--- src/rtl/lane_deskew.sv ---
// ---------------------------------------------------------------------------
// lane_deskew
//
// Re-aligns LANS parallel lanes that arrive with independent skew. Each lane
// writes its beats into its own small FIFO. While hunting, every lane
// discards beats until an alignment marker reaches the head of its FIFO. The
// marker is BPL bytes of 8'hBC, all flagged as K characters. When every lane
// shows a marker at the same time, the lanes are locked together. From then
// on, one beat is taken from every lane per cycle. Inconsistent markers or a
// FIFO overflow drop the lock and restart the hunt with empty FIFOs.
//
// Ports
//   clk       rising-edge clock
//   rst_n     synchronous active-low reset
//   in_dat    raw bytes, lane i at [i*BPL*8 +: BPL*8]
//   in_datk   K flag per byte, lane i at [i*BPL +: BPL]
//   in_datv   per-lane beat valid
//   rdat      deskewed bytes, same packing as in_dat
//   rdatk     deskewed K flags, same packing as in_datk
//   rdatv     deskewed beat valid (all bits identical)
//   aligned   high while the lanes are locked
//   skew_err  one-cycle pulse when marker alignment fails
//   ovf_err   one-cycle pulse when a lane FIFO overflows
// ---------------------------------------------------------------------------
module lane_deskew #(
   parameter int LANS  = 4,
   parameter int BPL   = 4,
   parameter int DEPTH = 8
) (
   input  logic                  clk,
   input  logic                  rst_n,
   input  logic [LANS*BPL*8-1:0] in_dat,
   input  logic [LANS*BPL-1:0]   in_datk,
   input  logic [LANS-1:0]       in_datv,
   output logic [LANS*BPL*8-1:0] rdat,
   output logic [LANS*BPL-1:0]   rdatk,
   output logic [LANS-1:0]       rdatv,
   output logic                  aligned,
   output logic                  skew_err,
   output logic                  ovf_err
);

   localparam int BW = BPL * 8;
   localparam int AW = $clog2(DEPTH);
   localparam logic [BW-1:0] MARKER_DAT = {BPL{8'hBC}};

   typedef enum logic {
      HUNT    = 1'b0,
      ALIGNED = 1'b1
   } state_t;

   state_t state, state_nxt;

   logic [BW-1:0]  mem_dat [LANS][DEPTH];
   logic [BPL-1:0] mem_k   [LANS][DEPTH];
   logic [AW:0]    wr_ptr  [LANS];
   logic [AW:0]    rd_ptr  [LANS];

   logic [LANS-1:0]     empty;
   logic [LANS-1:0]     full;
   logic [LANS-1:0]     head_mk;
   logic [LANS-1:0]     pop;
   logic [LANS-1:0]     push_ok;
   logic [LANS*BW-1:0]  head_dat;
   logic [LANS*BPL-1:0] head_k;
   logic                fwd;
   logic                fwd_q;
   logic                skew_det;
   logic                ovf_det;
   logic                flush;

   // Per-lane FIFO status and head-of-FIFO view. The pointers carry one extra
   // wrap bit, so a full FIFO and an empty FIFO can be told apart even when
   // the address bits match.
   always_comb begin
      empty    = '0;
      full     = '0;
      head_mk  = '0;
      head_dat = '0;
      head_k   = '0;
      for (int i = 0; i < LANS; i++) begin
         empty[i] = (wr_ptr[i] == rd_ptr[i]);
         full[i]  = (wr_ptr[i][AW] != rd_ptr[i][AW]) &&
                    (wr_ptr[i][AW-1:0] == rd_ptr[i][AW-1:0]);
         head_dat[i*BW +: BW]   = mem_dat[i][rd_ptr[i][AW-1:0]];
         head_k[i*BPL +: BPL]   = mem_k[i][rd_ptr[i][AW-1:0]];
         head_mk[i] = (wr_ptr[i] != rd_ptr[i]) &&
                      (mem_dat[i][rd_ptr[i][AW-1:0]] == MARKER_DAT) &&
                      (&mem_k[i][rd_ptr[i][AW-1:0]]);
      end
   end

   // Pop, forward and error decisions.
   // In HUNT, each lane discards non-marker beats on its own. A lane holds
   // once a marker reaches its head. If a holding lane fills up before the
   // other lanes catch up, the skew exceeds what the FIFOs can absorb.
   // In ALIGNED, lanes only move together. A beat set with markers on some
   // lanes but not others means the lock was lost; that set is swallowed.
   // An overflow is a push into a full FIFO that is not popping this cycle.
   always_comb begin
      state_nxt = state;
      pop       = '0;
      fwd       = 1'b0;
      skew_det  = 1'b0;
      ovf_det   = 1'b0;
      case (state)
         HUNT: begin
            if (&head_mk) begin
               pop       = '1;
               fwd       = 1'b1;
               state_nxt = ALIGNED;
            end else begin
               pop      = ~empty & ~head_mk;
               skew_det = |(full & head_mk);
            end
         end
         ALIGNED: begin
            if (~|empty) begin
               pop = '1;
               if ((|head_mk) && !(&head_mk)) begin
                  skew_det = 1'b1;
               end else begin
                  fwd = 1'b1;
               end
            end
         end
         default: state_nxt = HUNT;
      endcase
      ovf_det = |(in_datv & full & ~pop);
      flush   = skew_det | ovf_det;
      push_ok = in_datv & (~full | pop);
      if (flush) begin
         state_nxt = HUNT;
      end
   end

   // FIFO pointers. A flush empties every lane at the edge that ends the
   // error cycle. Pushes and pops from that same cycle are discarded.
   always_ff @(posedge clk) begin
      if (!rst_n || flush) begin
         for (int i = 0; i < LANS; i++) begin
            wr_ptr[i] <= '0;
            rd_ptr[i] <= '0;
         end
      end else begin
         for (int i = 0; i < LANS; i++) begin
            if (push_ok[i]) begin
               wr_ptr[i] <= wr_ptr[i] + 1'b1;
            end
            if (pop[i]) begin
               rd_ptr[i] <= rd_ptr[i] + 1'b1;
            end
         end
      end
   end

   // FIFO storage. This block has no reset because the pointers alone decide
   // which entries are valid. When a full FIFO is popped and pushed in the
   // same cycle, the write lands in the slot being freed. That is safe,
   // because the head was already read combinationally during the cycle.
   always_ff @(posedge clk) begin
      for (int i = 0; i < LANS; i++) begin
         if (push_ok[i]) begin
            mem_dat[i][wr_ptr[i][AW-1:0]] <= in_dat[i*BW +: BW];
            mem_k[i][wr_ptr[i][AW-1:0]]   <= in_datk[i*BPL +: BPL];
         end
      end
   end

   // State register and registered outputs. A forwarded beat set appears
   // one cycle after its pop. When nothing is forwarded, the data outputs
   // hold their previous value.
   always_ff @(posedge clk) begin
      if (!rst_n) begin
         state    <= HUNT;
         rdat     <= '0;
         rdatk    <= '0;
         fwd_q    <= 1'b0;
         skew_err <= 1'b0;
         ovf_err  <= 1'b0;
      end else begin
         state    <= state_nxt;
         fwd_q    <= fwd;
         skew_err <= skew_det;
         ovf_err  <= ovf_det;
         if (fwd) begin
            rdat  <= head_dat;
            rdatk <= head_k;
         end
      end
   end

   assign rdatv   = {LANS{fwd_q}};
   assign aligned = (state == ALIGNED);

endmodule

--- config.mk ---
export PLATFORM = sky130hd
export DESIGN_NAME = lane_deskew
export DESIGN_NICKNAME = d
export VERILOG_FILES = /design/src/rtl/lane_deskew.sv
export SDC_FILE = /design/constraint.sdc
export NUM_CORES = 1
export LEC_CHECK = 0
export CAP_MARGIN = 20
export CORE_MARGIN = 2
export CORE_UTILIZATION = 45
export CTS_CLUSTER_SIZE = 28
export DETAILED_ROUTE_END_ITERATION = 10
export GPL_TIMING_DRIVEN = 1
export SYNTH_ARGS = -nofsm -noshare
export SYNTH_HDL_FRONTEND = slang
export SYNTH_SLANG_ARGS = --single-unit
--- constraint.sdc ---
create_clock -name clk -period 20.3 [get_ports clk]
set_input_delay 5.075 -clock clk [delete_from_list [all_inputs] [get_ports clk]]
set_output_delay 5.075 -clock clk [all_outputs]
set_load 0.05 [all_outputs]
After elaboration in Yosys (flattened, before gate mapping). Memory sizes are Yosys's and may differ from the RTL's. Index checks and enable logic that the tools add are counted.

Logic and storage cells: 203. Input port bits: 150. Flip-flop bits (word level): 148. Memory bits (writable): 1184. Memories: 4. Output and inout bits: 151.

Memories: mem_dat (words 4, bits a word 256, rd ports 4, clocked after memory_dff 0, write ports 4, RTL line 54) `logic [BW-1:0] mem_dat [LANS][DEPTH];`; mem_k (words 4, bits a word 32, rd ports 4, clocked after memory_dff 0, write ports 4, RTL line 55) `logic [BPL-1:0] mem_k [LANS][DEPTH];`; rd_ptr (words 4, bits a word 4, rd ports 4, clocked after memory_dff 0, write ports 4, RTL line 57) `logic [AW:0] rd_ptr [LANS];`; wr_ptr (words 4, bits a word 4, rd ports 4, clocked after memory_dff 0, write ports 4, RTL line 56) `logic [AW:0] wr_ptr [LANS];`.

Add/subtract/negate cells: 8. Mux-type cells: 94. Bitwise operators: 29. Equal/unequal tests: 20. $lt $le $gt $ge: 12. Reductions and logical operators: 30.

Operator list (number): $mux W256 (4); $mux W32 (16); $bmux W32 S3 (4); $demux W32 S3 (4); $eq A32 B32 Y1 const B (4); $mux W4 (22); $bmux W4 S3 (4); $demux W4 S3 (4); $mux W1 (33); $add A4 B1 Y4 const B (8); $ge A4 B4 Y1 const B (8); $not A3 Y4 (8); $and A4 B4 Y4 (5); $reduce_and A4 Y1 (5); $logic_and A1 B1 Y1 (17); $eq A4 B4 Y1 (4); $lt A4 B1 Y1 const B (4); $ne A4 B4 Y1 (4); $not A4 Y4 (4); $reduce_or A4 Y1 (4); $eq A3 B3 Y1 (4); $or A1 B1 Y1 (9); $pmux W4 S2 (1); $ne A1 B1 Y1 (4); other kinds (6) (9).

Logic depth before layout (Yosys ltp). Gate-level depths: netlist of run 1.

Depth in word-level cells: 19. Depth in mapped cells: 17.

Worst setup path after synthesis of run 1. OpenSTA, ideal clock, no wires.

Kind: input to register. Start point: in in_datv[1]. End point: mem mem_dat[1][192] (netlist bit) (enable). Arrival time: 9177 ps. Path slack: 10590 ps. Stages on the path: 3. Data required time: 19767 ps. Setup time: 533 ps. Path through: o41ai_1 -> clkbuf_1 -> nor4b_1.

RTL lines: start: declaration (RTL line 34) `input logic [LANS-1:0] in_datv,`; end: declaration (RTL line 54).

==> flow_metrics.tcl, run 1 <==
set metrics [dict create \
    timing.rr.start "rd_ptr[0][0]" \
    ys_warn_count 0 \
    path_cells "buf_4 > mux4_2 > mux2i_1 > nand4_1 > nor4_1 > nand4_1 > nor4bb_1 > a21o_4 > buf_4 > o21ai_1 > buf_4 > nor4b_2 > buf_4" \
    max_slew_margin_pct 29.57 \
    io_buffers 300 \
    worst_pin_slew_ns 1.056 \
    hold_class "register to register" \
    cts-root-buf "clkbuf_16" \
    pwr-share-clk_pct 36.9 \
    fp.dieArea_sq_mm 0.1169 \
    areaGrowthSynthToFinish_pct 18.84 \
    async_flop_share_pct 0 \
    wl_um 125100 \
    ys_ff_latch 1332 \
    grt_pass1_wl_um 184500 \
    pwr-share-seq_pct 44.9 \
    cts_buffers 141 \
    critPathLaunchType "register" \
    synth_cells 2681 \
    final_util_pct 54.14 \
    cts_setup_buffers 0 \
    clock_latency_ns 0.74 \
    outcome "complete, no violations" \
    ys_seq_area_share_pct 74.95 \
    initial_core_util_pct 45.55 \
    cp.arrival_ns 7.92 \
    worstHoldStart "rdat[97]" \
    overflow 0 \
    route.detailed.drc 0 \
    power.density_mw_per_mm2 115.0 \
    critical-path-max-stage-delay_ns 0.90 \
    peakVddDrop_v 0.00007893 \
    cp_max_fo 57 \
    holdPathEnd "rdat[97]" \
    syn-num-nets 2839 \
    dr.pass1.iters 5 \
    ys.flop_type "edfxtp_1" \
    finalInstanceArea_sq_mm 0.06107 \
    reg2regPathDepth 13 \
    cts_tree "done" \
    slew_violations 0 \
    maxCapViolations 0 \
    reg2reg_to "mem_dat[0][99]" \
    placed_cell_area_sq_mm 0.05630 \
    num_rows 123 \
    final_hold_viol_count 0 \
    cts_buffer_depth 3 \
    multi_input_area_sq_mm 0.01232 \
    cts_resized 0 \
    die_x_um 341.9 \
    p_leak_uw 0.01892 \
    timing.fmax_mhz 132.0 \
    cts.sinks 1332 \
    grt_max_degree 79 \
    p_int_uw 5253 \
    hold_ws_ns 0.4868 \
    required_ns 20.65 \
    fin_total_pwr_uw 7024 \
    p_comb_share_pct 18.2 \
    switching_share_pct 25.22 \
    io_pins 301 \
    crit_top_cell "buf_4" \
    syn_avg_cell_area_sq_um 19.17 \
    min_period_ns 7.573 \
    grt_pass1_vias 27743 \
    htree_levels 4 \
    timing.final.crit_share_pct 37.31 \
    vias 26761 \
    path_clk_slew_ns 0.06 \
    fin_setup_tns_ns 0 \
    crit_path_top_delay_cell "nor4bb_1" \
    fillers 8614 \
    r2r_setup_slack_ns 12.73 \
    routedWlPerCell_um 27.00 \
    finClkSkew_ns 0.02587 \
    core-area_sq_mm 0.1128 \
    endpoint_kind "register" \
    synth_edf_count 1184 \
    synth_area_sq_mm 0.05139 \
    place_congestion 0.7551 \
    setup_viol_count_final 0 \
    rsz0062_at_grt "no" \
    post-dp-hpwl_um 72410 \
    drtIter0Drc 2157 \
    die_height_um 341.9 \
    drive_gt1_share_pct 21.39 \
    switchingPower_uw 1772 \
    final_antenna_net_count 0 \
    crit_type "register to register" \
    cts_hold_buf 0 \
    num-nets-final 3163 \
    antenna_found_initial 28 \
    avgViaCountPerCell 5.777 \
    grt_usage_pct 21.52 \
    ys_types 64 \
    whs_path_depth 2 \
    seq_area_sq_mm 0.03852 \
]
[how the worst max path moves through the flow]
stage / end / cells past startpoint / from / slack, ns
finish: mem_dat[0][99] / 13 / rd_ptr[0][0] / 12.73
global route: mem_dat[0][124] / 13 / rd_ptr[0][0] / 12.17
CTS: mem_dat[0][102] / 13 / rd_ptr[0][0] / 12.70
detailed placement: rdat[20] / 4 / rst_n / 12.70
global placement: rdat[29] / 4 / rst_n / 12.76
floorplan: mem_dat[1][192] / 3 / in_datv[1] / 10.59
[logic make-up (layout without fill, tap and decap cells)]
group	count (synthesis)	in the layout	synth area share (%)
AOI/OAI and AO/OA	266	266	3.192
xor gates and xnor gates	32	32	0.5454
adders and majority gates	8	8	0.1948
buffers and inverters	199	637	1.644
DFF	1332	1332	74.95
muxes	408	408	14.83
other	0	13	0
and+or+nand+nor	436	436	4.643
[power by group through the flow]
stage	combinational [uW]	clock (uW)	sequential (uW)
floorplan	932	0	3200
global placement	1290	0	3200
detailed placement	1300	0	3210
CTS	1310	2640	3150
global route	1390	2750	3160
finish	1280	2590	3150
[layout make-up]
class / instances / share of cell area [%]
Sequential cell: 1332 / 63.07
Multi-Input combinational cell: 1150 / 20.17
Clock buffer: 190 / 6.558
Timing Repair Buffer: 369 / 5.839
Tap cell: 1500 / 3.073
Clock inverter: 67 / 1.162
Inverter: 11 / 0.07581
Antenna cell: 13 / 0.05327
[synth_stat cells (14+ instances only)]
cell / number / area share, %
nor3_1: 151 / 1.5
nand3_1: 25 / 0.24
nand4_1: 14 / 0.17
clkbuf_1: 105 / 0.77
buf_2: 54 / 0.53
dfxtp_1: 148 / 5.8
a311oi_1: 18 / 0.31
a21oi_1: 147 / 1.4
a211oi_1: 58 / 0.85
nand2b_1: 17 / 0.21
nor2_1: 33 / 0.24
mux2_2: 65 / 1.4
nor4b_1: 17 / 0.29
buf_1: 21 / 0.15
edfxtp_1: 1184 / 69
xor2_1: 15 / 0.26
mux4_2: 276 / 12
xnor2_1: 17 / 0.29
nand2_1: 81 / 0.59
nor4_1: 44 / 0.54
mux2i_1: 67 / 1.3
[metal layers]
layer,part of all wire (%),GRT usage (%),vias to the layer above
met1,41,29.51,13986
met3,8.0,5.559,199
met5,0.13,0,-
li1,-,-,11677
met4,2.3,7.113,28
met2,48,33.77,871
[registers in the layout (all words and copies together), names as in the netlist]
name	cells
rd_ptr	16
fwd_q	1
aligned	1
mem_k	128
rdat	128
wr_ptr	16
ovf_err	1
rdatk	16
mem_dat	1024
skew_err	1
[worst max-delay path, delay by kind of cell (launching register included)]
kind | cells | cell delay (ns)
AOI/OAI and AO/OA | 2 | 0.71
and+or+nand+nor | 5 | 2.47
muxes | 2 | 0.83
buffers and inverters | 4 | 2.40
DFF | 1 | 0.67
[cell usage in the layout (no fill, tap or decap), drive strengths merged, types with 43 or more instances in the layout]
| master | instances |
|---|---|
| edfxtp | 1184 |
| clkdlybuf4s50 | 300 |
| mux4 | 276 |
| clkbuf | 190 |
| nor3 | 152 |
| dfxtp | 148 |
| a21oi | 147 |
| nand2 | 81 |
| buf | 69 |
| mux2i | 67 |
| mux2 | 65 |
| a211oi | 58 |
| nor4 | 44 |
| clkinv | 43 |
[per-stage QoR]
step	std cells	setup slack [ns]
3_5_place_dp	4361	12.70
6_report	4632	12.73
3_3_place_gp	4360	12.76
2_1_floorplan	2681	10.59
5_1_grt	4629	12.17
4_1_cts	4618	12.70
Power figures use the tool's default switching activity.
==> run 2, diff against run 1 <==
==> constraint.sdc (replaced) <==
create_clock -name clk -period 7.7 [get_ports clk]
set_input_delay 1.925 -clock clk [delete_from_list [all_inputs] [get_ports clk]]
set_output_delay 1.925 -clock clk [all_outputs]
set_load 0.05 [all_outputs]
==> flow_metrics.tcl, run 2 (synthesis gave the netlist of run 1 again) <==
set metrics [dict create \
    outcome "complete, no violations" \
    crit_buf_inv 2 \
    initial_core_util_pct 45.55 \
    largest_register_ffs 1024 \
    fillers 8594 \
    hold_class "register to register" \
    drtIter0Drc 2197 \
    crit_family "simple AND/OR/NAND/NOR gates" \
    timing.final.crit_share_pct 82.04 \
    crit_path_top_delay_cell "edfxtp_1" \
    avgViaCountPerCell 5.797 \
    hold_ws_ns 0.4951 \
    cp_max_fo 59 \
    io_buffers 300 \
    worst_slack_ns 1.383 \
    r2r_setup_slack_ns 1.38 \
    cts_buffers 138 \
    required_ns 8.24 \
    num_rows 123 \
    dr.pass1.iters 5 \
    vias 26893 \
    areaGrowthSynthToFinish_pct 19.02 \
    route.detailed.drc 0 \
    crit_type "register to register" \
    grt_usage_pct 21.60 \
    grt_pass1_vias 27860 \
    timing.rr.start "rd_ptr[0][1]" \
    cts_buffer_depth 3 \
    finClkSkew_ns 0.03081 \
    critical-path-max-stage-delay_ns 0.97 \
    rsz0062_at_grt "no" \
    cts_hold_buf 0 \
    peakVddDrop_v 0.0001938 \
    final_hold_viol_count 0 \
    p_leak_uw 0.01898 \
    routedWlPerCell_um 27.18 \
    final_common_cell "edfxtp_1" \
    cts_resized 0 \
    holdPathEnd "rdat[57]" \
    cts_tree "done" \
    place_congestion 0.7557 \
    wl_um 126100 \
    reg2reg_to "rd_ptr[2][1]" \
    cts-root-buf "clkbuf_16" \
    reg2regPathDepth 11 \
    post-place-ws_ns 1.190 \
    timing.fmax_mhz 158.3 \
    setup_viol_count_final 0 \
    cts_setup_buffers 0 \
    fp.dieArea_sq_mm 0.1169 \
    cts.sinks 1332 \
    max_slew_margin_pct 29.44 \
    htree_levels 4 \
    grt_pass1_wl_um 184800 \
    path_clk_slew_ns 0.07 \
    cp-startpoint "rd_ptr[0][1]" \
    whs_path_depth 2 \
    die_x_um 341.9 \
    grt_max_degree 77 \
    maxCapViolations 0 \
    die_height_um 341.9 \
    clock_latency_ns 0.75 \
    final_antenna_net_count 0 \
    core-area_sq_mm 0.1128 \
    endpoint_kind "register" \
    path_cells "mux4_2 > mux2i_1 > nand4_1 > nor4_1 > nand4_1 > nor4bb_1 > a21o_4 > buf_4 > o21ai_2 > buf_4 > nor4b_1" \
    drive_gt1_share_pct 21.50 \
    cp.arrival_ns 6.86 \
    io_pins 301 \
    final_util_pct 54.22 \
    overflow 0 \
    worst_pin_slew_ns 1.058 \
    layout_common_cells "edfxtp_1, clkdlybuf4s50_1, mux4_2" \
    power.density_mw_per_mm2 303.3 \
    num-nets-final 3176 \
    critPathLaunchType "register" \
    antenna_found_initial 29 \
    slew_violations 0 \
    min_period_ns 6.317 \
    worstHoldStart "rdat[57]" \
    post-dp-hpwl_um 76580 \
]
run 2: power by group:
part | leakage, uW | switching (uW) | internal (uW) | total [uW]
Combinational | 0.00470 | 1840 | 1570 | 3410
Clock | 0.00227 | 2680 | 4060 | 6740
Sequential | 0.0120 | 200 | 8200 | 8400
Total | 0.0190 | 4720 | 13800 | 18600
run 2: worst max path at each step:
stage / end / slack, ns / cells past startpoint
2_1_floorplan: mem_dat[2][160] / -0.26 / 16
3_3_place_gp: rd_ptr[0][1] / 1.23 / 10
3_5_place_dp: rd_ptr[2][1] / 1.19 / 12
4_1_cts: rd_ptr[2][1] / 1.14 / 11
5_1_grt: rd_ptr[2][1] / 0.69 / 12
6_report: rd_ptr[2][1] / 1.38 / 11
run 2: final cells by class:
cell class | instances | area (sq um) | area share, %
sequential | 1332 | 38520 | 62.98
antenna | 9 | 22.52 | 0.03682
multi-input combinational | 1150 | 12330 | 20.17
tap | 1500 | 1877 | 3.069
clock buffer | 192 | 3965 | 6.483
timing repair buffer | 385 | 3724 | 6.088
inverter | 11 | 46.29 | 0.07569
clock inverter | 60 | 675.6 | 1.105
run 2: metrics by stage:
step	area (sq um)	setup TNS, ns	total power (uW)	std cells
2_1_floorplan	51400	-62.16	10880	2681
3_3_place_gp	56460	0	11960	4376
3_5_place_dp	56460	0	12000	4376
4_1_cts	61100	0	18730	4628
5_1_grt	61160	0	19250	4637
6_report	61160	0	18550	4639
run 2: routing by layer:
| metal | wire [um] | GRT usage [%] | share of wire, % |
|---|---|---|---|
| met4 | 3234 | 7.067 | 2.6 |
| met5 | 191 | 0 | 0.15 |
| met3 | 9949 | 6.142 | 7.9 |
| met2 | 60920 | 34.74 | 48 |
| met1 | 51800 | 28.48 | 41 |
run 2: worst register-to-register path, cell delays in order, from the launching register on:
cell,delay [ns]
edfxtp_1,0.97
mux4_2,0.63
mux2i_1,0.28
nand4_1,0.23
nor4_1,0.69
nand4_1,0.46
nor4bb_1,0.78
a21o_4,0.44
buf_4,0.64
o21ai_2,0.36
buf_4,0.31
nor4b_1,0.33
